## src/rtl/pc_fetch_gen.sv

```systemverilog
// pc_fetch_gen: IF-stage PC / fetch generator on a req/gnt/rvalid instruction port, one request in flight.
// Build option PC_ALIGN_CHECK_EN: misaligned redirect targets pulse misalign_o and park the fetcher in HALT.
module pc_fetch_gen #(
    parameter int unsigned       ADDR_W       = 32,
    parameter logic [ADDR_W-1:0] RESET_VECTOR = '0,
    parameter int unsigned       STALL_W      = 6
) (
    input  logic               clk,
    input  logic               rst,
    input  logic [STALL_W-1:0] stall,
    input  logic               branch_flag_i,
    input  logic [ADDR_W-1:0]  branch_target_address_i,
    input  logic               flush,
    input  logic [ADDR_W-1:0]  new_pc,
    output logic               imem_req,
    output logic [ADDR_W-1:0]  imem_addr,
    input  logic               imem_gnt,
    input  logic               imem_rvalid,
    input  logic [31:0]        imem_rdata,
    output logic [31:0]        inst_o,
    output logic [ADDR_W-1:0]  inst_pc_o,
    output logic               inst_valid_o,
    output logic [ADDR_W-1:0]  pc,
    output logic               misalign_o
);

`ifdef PC_ALIGN_CHECK_EN
    typedef enum logic [2:0] {S_IDLE, S_REQ, S_WAIT, S_KILL, S_HOLD, S_HALT} state_t;
`else
    typedef enum logic [2:0] {S_IDLE, S_REQ, S_WAIT, S_KILL, S_HOLD} state_t;
`endif

    state_t            r_state;
    state_t            w_state_nxt;
    logic [ADDR_W-1:0] r_pc;
    logic [ADDR_W-1:0] r_req_addr;
    logic [ADDR_W-1:0] r_inst_pc;
    logic [31:0]       r_inst;
    logic              r_inst_valid;
`ifdef PC_ALIGN_CHECK_EN
    logic              r_misalign;
`endif

    logic              w_if_stall;
    logic              w_redir;
    logic              w_bad;
    logic              w_take;
    logic              w_grant;
    logic              w_load;
    logic              w_unused;
    logic [ADDR_W-1:0] w_target_raw;
    logic [ADDR_W-1:0] w_target;

    assign w_if_stall = stall[0];
    assign w_unused   = ^stall[STALL_W-1:1];

    // Redirect decode: flush beats branch, and a branch only counts while IF is not stalled.
    always_comb begin
        w_redir      = flush | (branch_flag_i & ~w_if_stall);
        w_target_raw = flush ? new_pc : branch_target_address_i;
`ifdef PC_ALIGN_CHECK_EN
        w_bad        = w_redir & (w_target_raw[1:0] != 2'b00);
        w_target     = w_target_raw;
        w_take       = w_redir & ~w_bad & ((r_state != S_HALT) | flush);
`else
        w_bad        = 1'b0;
        w_target     = w_target_raw & ~ADDR_W'(3);
        w_take       = w_redir;
`endif
        w_grant      = (r_state == S_REQ) & imem_gnt;
        w_load       = (r_state == S_WAIT) & imem_rvalid & ~w_redir;
    end

    always_ff @(posedge clk or negedge rst) begin
        if (!rst) begin
            r_state <= S_IDLE;
        end else begin
            r_state <= w_state_nxt;
        end
    end

    always_comb begin
        w_state_nxt = r_state;
        case (r_state)
            S_IDLE: w_state_nxt = S_REQ;
            S_REQ: begin
                if (w_redir) begin
                    w_state_nxt = imem_gnt ? S_KILL : S_REQ;
                end else if (imem_gnt) begin
                    w_state_nxt = S_WAIT;
                end
            end
            S_WAIT: begin
                if (w_redir) begin
                    w_state_nxt = imem_rvalid ? S_REQ : S_KILL;
                end else if (imem_rvalid) begin
                    w_state_nxt = w_if_stall ? S_HOLD : S_REQ;
                end
            end
            S_KILL: begin
                if (imem_rvalid) begin
                    w_state_nxt = S_REQ;
                end
            end
            S_HOLD: begin
                if (w_redir || !w_if_stall) begin
                    w_state_nxt = S_REQ;
                end
            end
`ifdef PC_ALIGN_CHECK_EN
            S_HALT: begin
                if (w_take) begin
                    w_state_nxt = S_REQ;
                end
            end
`endif
            default: w_state_nxt = S_IDLE;
        endcase
`ifdef PC_ALIGN_CHECK_EN
        // Any outstanding response is simply ignored once parked in HALT.
        if (w_bad) begin
            w_state_nxt = S_HALT;
        end
`endif
    end

    always_comb begin
        imem_req     = (r_state == S_REQ);
        imem_addr    = r_pc;
        pc           = r_pc;
        inst_o       = r_inst;
        inst_pc_o    = r_inst_pc;
        inst_valid_o = r_inst_valid;
`ifdef PC_ALIGN_CHECK_EN
        misalign_o   = r_misalign;
`else
        misalign_o   = 1'b0;
`endif
    end

    always_ff @(posedge clk or negedge rst) begin
        if (!rst) begin
            r_pc         <= RESET_VECTOR;
            r_req_addr   <= RESET_VECTOR;
            r_inst       <= '0;
            r_inst_pc    <= '0;
            r_inst_valid <= 1'b0;
        end else begin
            if (w_take) begin
                r_pc <= w_target;
            end else if (w_grant) begin
                r_pc <= r_pc + ADDR_W'(4);
            end
            if (w_grant) begin
                r_req_addr <= r_pc;
            end
            if (w_load) begin
                r_inst       <= imem_rdata;
                r_inst_pc    <= r_req_addr;
                r_inst_valid <= 1'b1;
            end else if (w_bad) begin
                r_inst_pc    <= w_target_raw;
                r_inst_valid <= 1'b0;
            end else if (flush || !w_if_stall) begin
                r_inst_valid <= 1'b0;
            end
        end
    end

`ifdef PC_ALIGN_CHECK_EN
    always_ff @(posedge clk or negedge rst) begin
        if (!rst) begin
            r_misalign <= 1'b0;
        end else begin
            r_misalign <= w_bad;
        end
    end
`endif

    a_req_stable: assert property (@(posedge clk) disable iff (!rst)
        (imem_req && !imem_gnt && !w_redir) |=> (imem_req && $stable(imem_addr)));

endmodule
```

## config.mk

```make
export PLATFORM = sky130hd
export DESIGN_NAME = pc_fetch_gen
export DESIGN_NICKNAME = d
export VERILOG_FILES = /design/src/rtl/pc_fetch_gen.sv
export SDC_FILE = /design/constraint.sdc
export NUM_CORES = 1
export LEC_CHECK = 0
export BUFFER_PORTS_ARGS = -buffer_cell sky130_fd_sc_hd__buf_4
export CAP_MARGIN = 15
export CORE_MARGIN = 2
export CORE_UTILIZATION = 49
export DETAILED_ROUTE_END_ITERATION = 8
export PLACE_DENSITY = 0.8
export SLEW_MARGIN = 20
export SYNTH_ARGS = -nofsm -noshare
export SYNTH_HDL_FRONTEND = slang
export SYNTH_SLANG_ARGS = --single-unit
export TNS_END_PERCENT = 20
```

## constraint.sdc

```tcl
create_clock -name clk -period 2.3 [get_ports clk]
set_input_delay 0.23 -clock clk [delete_from_list [all_inputs] [get_ports clk]]
set_output_delay 0.23 -clock clk [all_outputs]
set_load 0.01 [all_outputs]
```

* Word-level counts from Yosys, hierarchy flattened *
Index checks and enable logic that the tools add are counted.

cells by class
  add/subtract/negate cells = 1
  equal/unequal tests = 8
  multiplexer cells = 15
  bitwise operators = 7
  reduce and logical (&&, ||, !) cells = 7

operators by type and width
  kind                                                              number
  32-bit two-way mux                                                3
  32-bit by 3-bit adder with 32-bit output (second input constant)  1
  3-bit two-way mux                                                 7
  3-bit one-hot mux with 5 select lines                             1
  3-bit by 2-bit == test with 1-bit output (second input constant)  2
  1-bit AND                                                         4
  2-bit two-way mux                                                 2
  2-bit != test (second input constant)                             2
  4-bit AND reduction                                               1
  2-bit nonzero test                                                2
  3-bit by 1-bit == test with 1-bit output (second input constant)  1
  3-bit == test (second input constant)                             1
  3-bit zero test                                                   1
  3-bit by 1-bit != test with 1-bit output (second input constant)  1
  3-bit != test (second input constant)                             1
  1-bit logical OR                                                  2
  1-bit two-way mux                                                 2
  1-bit inverter                                                    2
  1-bit zero test                                                   1
  1-bit OR                                                          1

word-level totals
  flip-flop bits (word level) = 132
  input bits = 108
  output and inout bits = 131

* Longest topological paths before layout *
Gate-level depths: netlist of run 1.

  depth in word-level cells = 6
  gate-level depth with buffers = 7
  depth with buffers taken out = 4

* Worst setup path after synthesis of run 1 *
Ideal clock, no wire load.

  path type = register -> register
  start point = register r_pc[15] (netlist: imem_addr[15])
  end point = register r_pc[30] (netlist: imem_addr[30])
  setup time = 0.082 ns
  data arrival time = 1.802 ns
  data required time = 2.218 ns
  path slack = 0.416 ns
  cell stages (with the launch flop) = 5
  path buffers = 0
  cells stage by stage = dfrtp_1 nand4_1 or4_4 or4_1 a31oi_1

on the way
  cells in the longest elaborated chain, start to end = 3

RTL lines
  what                                      line  RTL
  start: declaration                        35    logic [ADDR_W-1:0] r_pc;
  start signal: assignment                  150   r_pc <= w_target;
  start signal: assignment                  152   r_pc <= r_pc + ADDR_W'(4);
  32-bit by 3-bit adder with 32-bit output  152
  32-bit two-way mux                        151   end else if (w_grant) begin
  32-bit two-way mux                        149   if (w_take) begin

No other way between the ends. The select of a mux whose other input is x is not followed.
A chain may end at the register's enable or synchronous reset.

* Final worst setup path of run 1 *
  start point = register r_state[2]
  end point = register r_pc[12] (netlist: imem_addr[12])

on the way
  cells in the longest elaborated chain, start to end = 3

RTL lines
  what                                      line  RTL
  start: declaration                        33    state_t r_state;
  start signal: assignment                  78    r_state <= w_state_nxt;
  3-bit by 1-bit == test with 1-bit output  70    w_grant = (r_state == S_REQ) & imem_gnt;
  1-bit AND                                 70
  2-bit nonzero test (no line)              -

No other way between the ends.

==> impl_metrics.csv, run 1 <==
group,metric,value,unit
timing,post-route-period-util,90.7,%
power,power.share.switching,29.9,%
route,drt_pass1_iterations,4,
placement,dpl_cell_area,0.00774,mm2
critical_path,r2r-start,"r_state[2]",
yosys,yosysSeqAreaShare,51.7,%
critical_path,cp.arrival,2.41,ns
clock_tree,cts_tree,"yes",
power,clock_power_share,32.0,%
power,cellPowerDensity,1010,mW/mm2
clock_tree,h-tree-depth,4,
route,drtAntennaViolNets,0,
timing,tns,0,ns
timing,hold_viol_final,0,
layout,syn2layout_area_growth,37.2,%
floorplan,row_count,40,
power,total_power,8.49,mW
clock_tree,clk_pin_slew,0.06,ns
critical_path,crit_path_max_fanout,12,
timing,fin_skew,0.0103,ns
layout,final_layout_size_suffix_gt1_share,44.5,%
timing,min_period,2.09,ns
floorplan,initial_utilization,50.5,%
yosys,synth_compound_area_share,10.1,%
clock_tree,cts_num_sinks,126,
layout,final_cell_mix,"237 x buf_4, 126 x dfrtp_1, 95 x nand2_1, 62 x mux2_2",
placement,dp_hpwl,11800,um
yosys,ys_warn_count,0,
critical_path,cp-end-kind,"register",
critical_path,r2r_slack,0.21,ns
layout,final_common_cell,"buf_4",
yosys,synthCells,568,
hold_path,min_to,"inst_o[13]",
timing,finalMaxSlewViolations,0,
critical_path,critPathRequiredTime,2.62,ns
yosys,synthArstFlopShare,100,%
layout,num_antenna_cells,0,
power,p_leak,4.02,nW
critical_path,path_class,"reg -> reg",
clock_tree,cts_setup_buffers,0,
floorplan,dieArea,0.0133,mm2
yosys,synth_edf_count,0,
timing,final-setup-viol-count,0,
critical_path,crit_path_start_kind,"register",
clock_tree,clock_tree.buffer_depth,2,
yosys,ys.flop_type,"dfrtp_1",
layout,fin_nets,872,
yosys,netlist_area,0.00609,mm2
power,seqPwrFrac,39.8,%
clock_tree,root_buffer,"clkbuf_16",
floorplan,core,0.0121,mm2
power,ir_worst_vdd,0.000539,V
global_routing,grt_max_degree,62,
clock_tree,clk_latency,0.41,ns
critical_path,reg2reg_to,"imem_addr[12]",
yosys,synth_top_family_by_area,"simple AND/OR/NAND/NOR gates",
global_routing,grt_pass1_vias,5071,
hold_path,hold_path_depth,2,
yosys,ys_ff_latch,126,
yosys,yosys.area_share.simple,16.9,%
timing,rsz0062_at_grt,"false",
floorplan,ios,239,
power,p_switching,2.54,mW
run_status,status,"finished, final reports clean",
route,wl_per_cell,17.1,um
layout,fin_util,69.3,%
route,vias,5091,
route,drt_iter0_drc,340,
yosys,synthAdderAreaFrac,0.205,%
floorplan,die_w,116,um
hold_path,hold_path.class,"in -> reg",
global_routing,grt_pass1_wl,25300,um
power,p_int,5.94,mW
route,viasPerCell,5.39,
power,p_comb_share,28.1,%
timing,fmax,0.479,GHz
yosys,ys_types,51,
route,drc_errors,0,
layout,final_area,0.00836,mm2
route,drt-total-wl,16100,um
placement,gp_congestion,0.789,
clock_tree,cts-buffers-inserted,17,
critical_path,worst-r2r-cell-count,4,
global_routing,overflow,0,
hold_path,hp-start,"imem_rdata[13]",
global_routing,grtUsageTotal,24.4,%
yosys,synth_xor_area_share,1.29,%
placement,io_buffers,222,
run,max-cap-violations,0,
yosys,syn_avg_cell_area,10.7,um2
floorplan,die_y,116,um
global_routing,grt_antenna_before_repair,0,
yosys,synth.area.mux_share,11.6,%
==> registers in the layout (all words and copies together), names as in the netlist <==
signal,cells
r_req_addr,30
inst_o,32
r_state,3
inst_valid_o,1
imem_addr,30
inst_pc_o,30
==> worst max-delay path, cell delays in order (launching register included) <==
cell and delay (ns):
dfrtp_1 0.46, and4bb_2 0.47, nand3_1 0.30, or4_1 0.60, a31oi_1 0.18
==> power groups by stage <==
stage / registers, mW / clock network [mW] / logic [mW]
2_1_floorplan: 3.52 / 0 / 0.994
3_3_place_gp: 3.36 / 0 / 2.33
3_5_place_dp: 3.41 / 0 / 2.40
4_1_cts: 3.38 / 2.76 / 2.42
5_1_grt: 3.47 / 2.87 / 2.60
6_report: 3.38 / 2.72 / 2.39
==> logic make-up after synthesis <==
kind of cell               count (synthesis)
other                                      1
xor gates and xnor gates                   9
buffers and inverters                     80
AOI/OAI and AO/OA                         92
adders and majority gates                  1
and+or+nand+nor                          196
muxes                                     63
DFF                                      126
==> area by class of cell <==
cell class,count,area [um2]
Clock buffer,19,443
Sequential cell,126,3150
Fill cell,887,3700
Multi-Input combinational cell,368,2480
Timing Repair Buffer,243,1880
Clock inverter,13,164
Inverter,7,26.3
Tap cell,168,210
==> through the flow <==
step | hold WS [ns] | worst slack [ns] | std cells
4_1_cts | 0.0423 | 0.194 | 944
2_1_floorplan | -0.0656 | 0.416 | 574
5_1_grt | 0.0409 | 0.0238 | 944
6_report | 0.0542 | 0.214 | 944
3_3_place_gp | 0.191 | 0.271 | 911
3_5_place_dp | 0.207 | 0.218 | 911
==> cell usage after synthesis, types with 2 or more instances <==
| cell | count | area share, % |
|---|---|---|
| a211oi_1 | 30 | 3.7 |
| a21oi_1 | 10 | 0.82 |
| a31oi_1 | 21 | 2.2 |
| and3_1 | 4 | 0.41 |
| and4_1 | 3 | 0.43 |
| buf_1 | 2 | 0.12 |
| buf_2 | 8 | 0.66 |
| buf_4 | 38 | 4.7 |
| buf_6 | 2 | 0.37 |
| clkbuf_1 | 20 | 1.2 |
| clkbuf_8 | 2 | 0.45 |
| dfrtp_1 | 126 | 52 |
| inv_1 | 7 | 0.43 |
| mux2_2 | 62 | 11 |
| nand2_1 | 95 | 5.9 |
| nand3_1 | 7 | 0.57 |
| nand4_1 | 14 | 1.4 |
| nand4bb_1 | 2 | 0.37 |
| nor2_1 | 3 | 0.18 |
| nor2b_1 | 30 | 3.1 |
| nor3_1 | 3 | 0.25 |
| nor4_1 | 3 | 0.31 |
| o21ai_0 | 12 | 0.99 |
| o31ai_1 | 14 | 1.7 |
| or3_1 | 5 | 0.51 |
| or4_1 | 13 | 1.6 |
| xnor2_1 | 5 | 0.72 |
| xor2_1 | 4 | 0.57 |
==> layer usage <==
metal	GRT usage, %	share of wire (%)	up-vias
met5	0	0	-
met4	6.99	1.5	0
met3	6.49	8.3	23
met2	42.9	51	217
met1	29.6	39	2462
li1	-	-	2389
==> how the worst max path moves through the flow <==
stage	from	end	slack [ns]	depth (start not counted)
after floorplan	imem_addr[15]	imem_addr[30]	0.42	4
after CTS	r_state[2]	imem_addr[12]	0.19	4
after global placement	r_state[2]	imem_addr[12]	0.27	4
after detailed placement	r_state[2]	imem_addr[12]	0.22	4
after global routing	r_state[2]	imem_addr[12]	0.02	4
final	r_state[2]	imem_addr[12]	0.21	4
==> timing repair <==
action / in CTS / in global routing
hold endpoints to repair: 50 / 0
gates resized for setup: 0 / 0
hold buffers: 1 / 0
No activity file was read; power rests on OpenSTA's default activity.
==> run 2, diff against run 1 <==
==> constraint.sdc (replaced) <==
create_clock -name clk -period 2.3 [get_ports clk]
set_input_delay 0.46 -clock clk [delete_from_list [all_inputs] [get_ports clk]]
set_output_delay 0.46 -clock clk [all_outputs]
set_load 0.01 [all_outputs]
==> run 2 against run 1 <==
  * Final cell count decreased by 0.11%
  * Count of clock-buffer cells in the layout decreased by 2
  * Global-route usage increased by 0.092 points
  * Critical endpoint is now imem_addr[24]
  * Power increased by 1.1%
  * Die area unchanged
  * Maximum frequency decreased by 0.43%
  * Setup slack got worse by 0.0090 ns
  * Cell area about the same
==> impl_metrics.csv, run 2 (synthesized netlist as in run 1, its figures left out) <==
group,metric,value,unit
run_status,status,"finished, final reports clean",
timing,max-slew-margin-rel,59.7,%
timing,rsz0062_at_grt,"false",
clock_tree,cts-buffers-inserted,17,
critical_path,cp-end-kind,"register",
route,drtAntennaViolNets,0,
layout,final_common_cell,"buf_4",
timing,final-setup-viol-count,0,
critical_path,startpoint,"imem_addr[6]",
floorplan,ios,239,
critical_path,cp_slowest_cell,"dfrtp_1",
route,drt-total-wl,16400,um
timing,fmax,0.477,GHz
critical_path,path_class,"reg -> reg",
route,viasPerCell,5.47,
floorplan,dieArea,0.0133,mm2
critical_path,crit_path_max_fanout,11,
global_routing,grt_max_degree,65,
critical_path,crit_end,"imem_addr[24]",
placement,io_buffers,222,
timing,finalMaxSlewViolations,0,
floorplan,initial_utilization,50.5,%
global_routing,grtUsageTotal,24.5,%
global_routing,grt_pass1_vias,5071,
route,drt_pass1_iterations,5,
timing,tns,0,ns
power,ir_worst_vdd,0.000601,V
floorplan,die_w,116,um
timing,post-route-period-util,91.1,%
timing,hold_slack,0.0287,ns
route,drt_iter0_drc,380,
clock_tree,h-tree-depth,4,
clock_tree,postCtsHoldBufs,0,
route,drc_errors,0,
placement,gp_congestion,0.791,
clock_tree,cts_tree,"yes",
global_routing,grt_antenna_before_repair,0,
clock_tree,clk_pin_slew,0.06,ns
layout,largest_reg_flops,32,
hold_path,hold_path.class,"in -> async",
layout,num_antenna_cells,0,
placement,dp_hpwl,11800,um
critical_path,r2r_slack,0.21,ns
power,cellPowerDensity,1030,mW/mm2
global_routing,overflow,0,
clock_tree,cts_setup_buffers,0,
route,vias,5158,
timing,fin_skew,0.0117,ns
layout,fin_util,69.4,%
critical_path,worst-r2r-cell-count,4,
timing,hold_viol_final,0,
timing,min_period,2.09,ns
critical_path,slowest_delay,0.53,ns
critical_path,path_cells,"nand4_1 > or3_1 > or4_1 > a31oi_1",
clock_tree,cts_num_sinks,126,
layout,fin_nets,871,
floorplan,die_y,116,um
layout,instances_no_fill,943,
critical_path,crit_path_start_kind,"register",
route,wl_per_cell,17.4,um
critical_path,r2r-start,"imem_addr[6]",
critical_path,cp.arrival,2.42,ns
clock_tree,cts_resized,0,
global_routing,grt_pass1_wl,25400,um
clock_tree,clock_tree.buffer_depth,2,
clock_tree,root_buffer,"clkbuf_16",
layout,final_layout_size_suffix_gt1_share,44.6,%
layout,final_cell_mix,"237 x buf_4, 126 x dfrtp_1, 95 x nand2_1, 62 x mux2_2",
run,max-cap-violations,0,
critical_path,reg2reg_to,"imem_addr[24]",
floorplan,core,0.0121,mm2
timing,tightest_slew,0.604,ns
critical_path,critPathRequiredTime,2.63,ns
power,p_leak,4.03,nW
clock_tree,clk_latency,0.42,ns
placement,dpl.cell_count,911,
layout,fillCellCount,897,
layout,syn2layout_area_growth,37.3,%
floorplan,row_count,40,
## run 2: worst min-delay path by stage
stage / endpoint / from / cells past startpoint
floorplan: imem_addr[10] / rst / 0
global placement: r_req_addr[6] / r_req_addr[6] / 2
detailed placement: r_req_addr[19] / r_req_addr[19] / 2
CTS: inst_o[11] / rst / 1
global route: inst_o[23] / rst / 1
finish: inst_o[23] / rst / 1
## run 2: metrics by stage
stage	setup slack [ns]	area, um2	power [mW]
5_1_grt	0.0514	8370	9.00
3_5_place_dp	0.197	7740	5.81
6_report	0.205	8370	8.58
4_1_cts	0.197	8370	8.64
3_3_place_gp	0.264	7740	5.69
2_1_floorplan	0.356	6120	4.51
## run 2: routing by layer
layer / global-route usage, % / part of all wire, % / vias to the layer above
li1: - / - / 2395
met1: 30.8 / 40 / 2483
met2: 41.8 / 50 / 260
met3: 5.81 / 8.1 / 18
met4: 8.27 / 1.4 / 2
met5: 0 / 0.073 / -
## run 2: cell type report
type	count	area (um2)	share of cell area, %
Clock buffer	17	425	5.08
Tap cell	168	210	2.51
Sequential cell	126	3150	37.7
Clock inverter	15	196	2.35
Inverter	7	26.3	0.314
Timing Repair Buffer	242	1870	22.4
Multi-Input combinational cell	368	2480	29.7
## run 2: report_power, final
group          total, mW  internal (mW)  leakage [nW]  switching, mW
Sequential          3.38           2.90          1.59          0.478
Clock               2.81           1.74         0.303           1.07
Combinational       2.39           1.30          2.14           1.09
Total               8.58           5.95          4.03           2.63
## run 2: worst max-delay path, delay by kind of cell (launching register included)
family | cells | cell delay, ns
AOI/OAI and AO/OA | 1 | 0.20
and+or+nand+nor | 3 | 1.29
DFF | 1 | 0.53
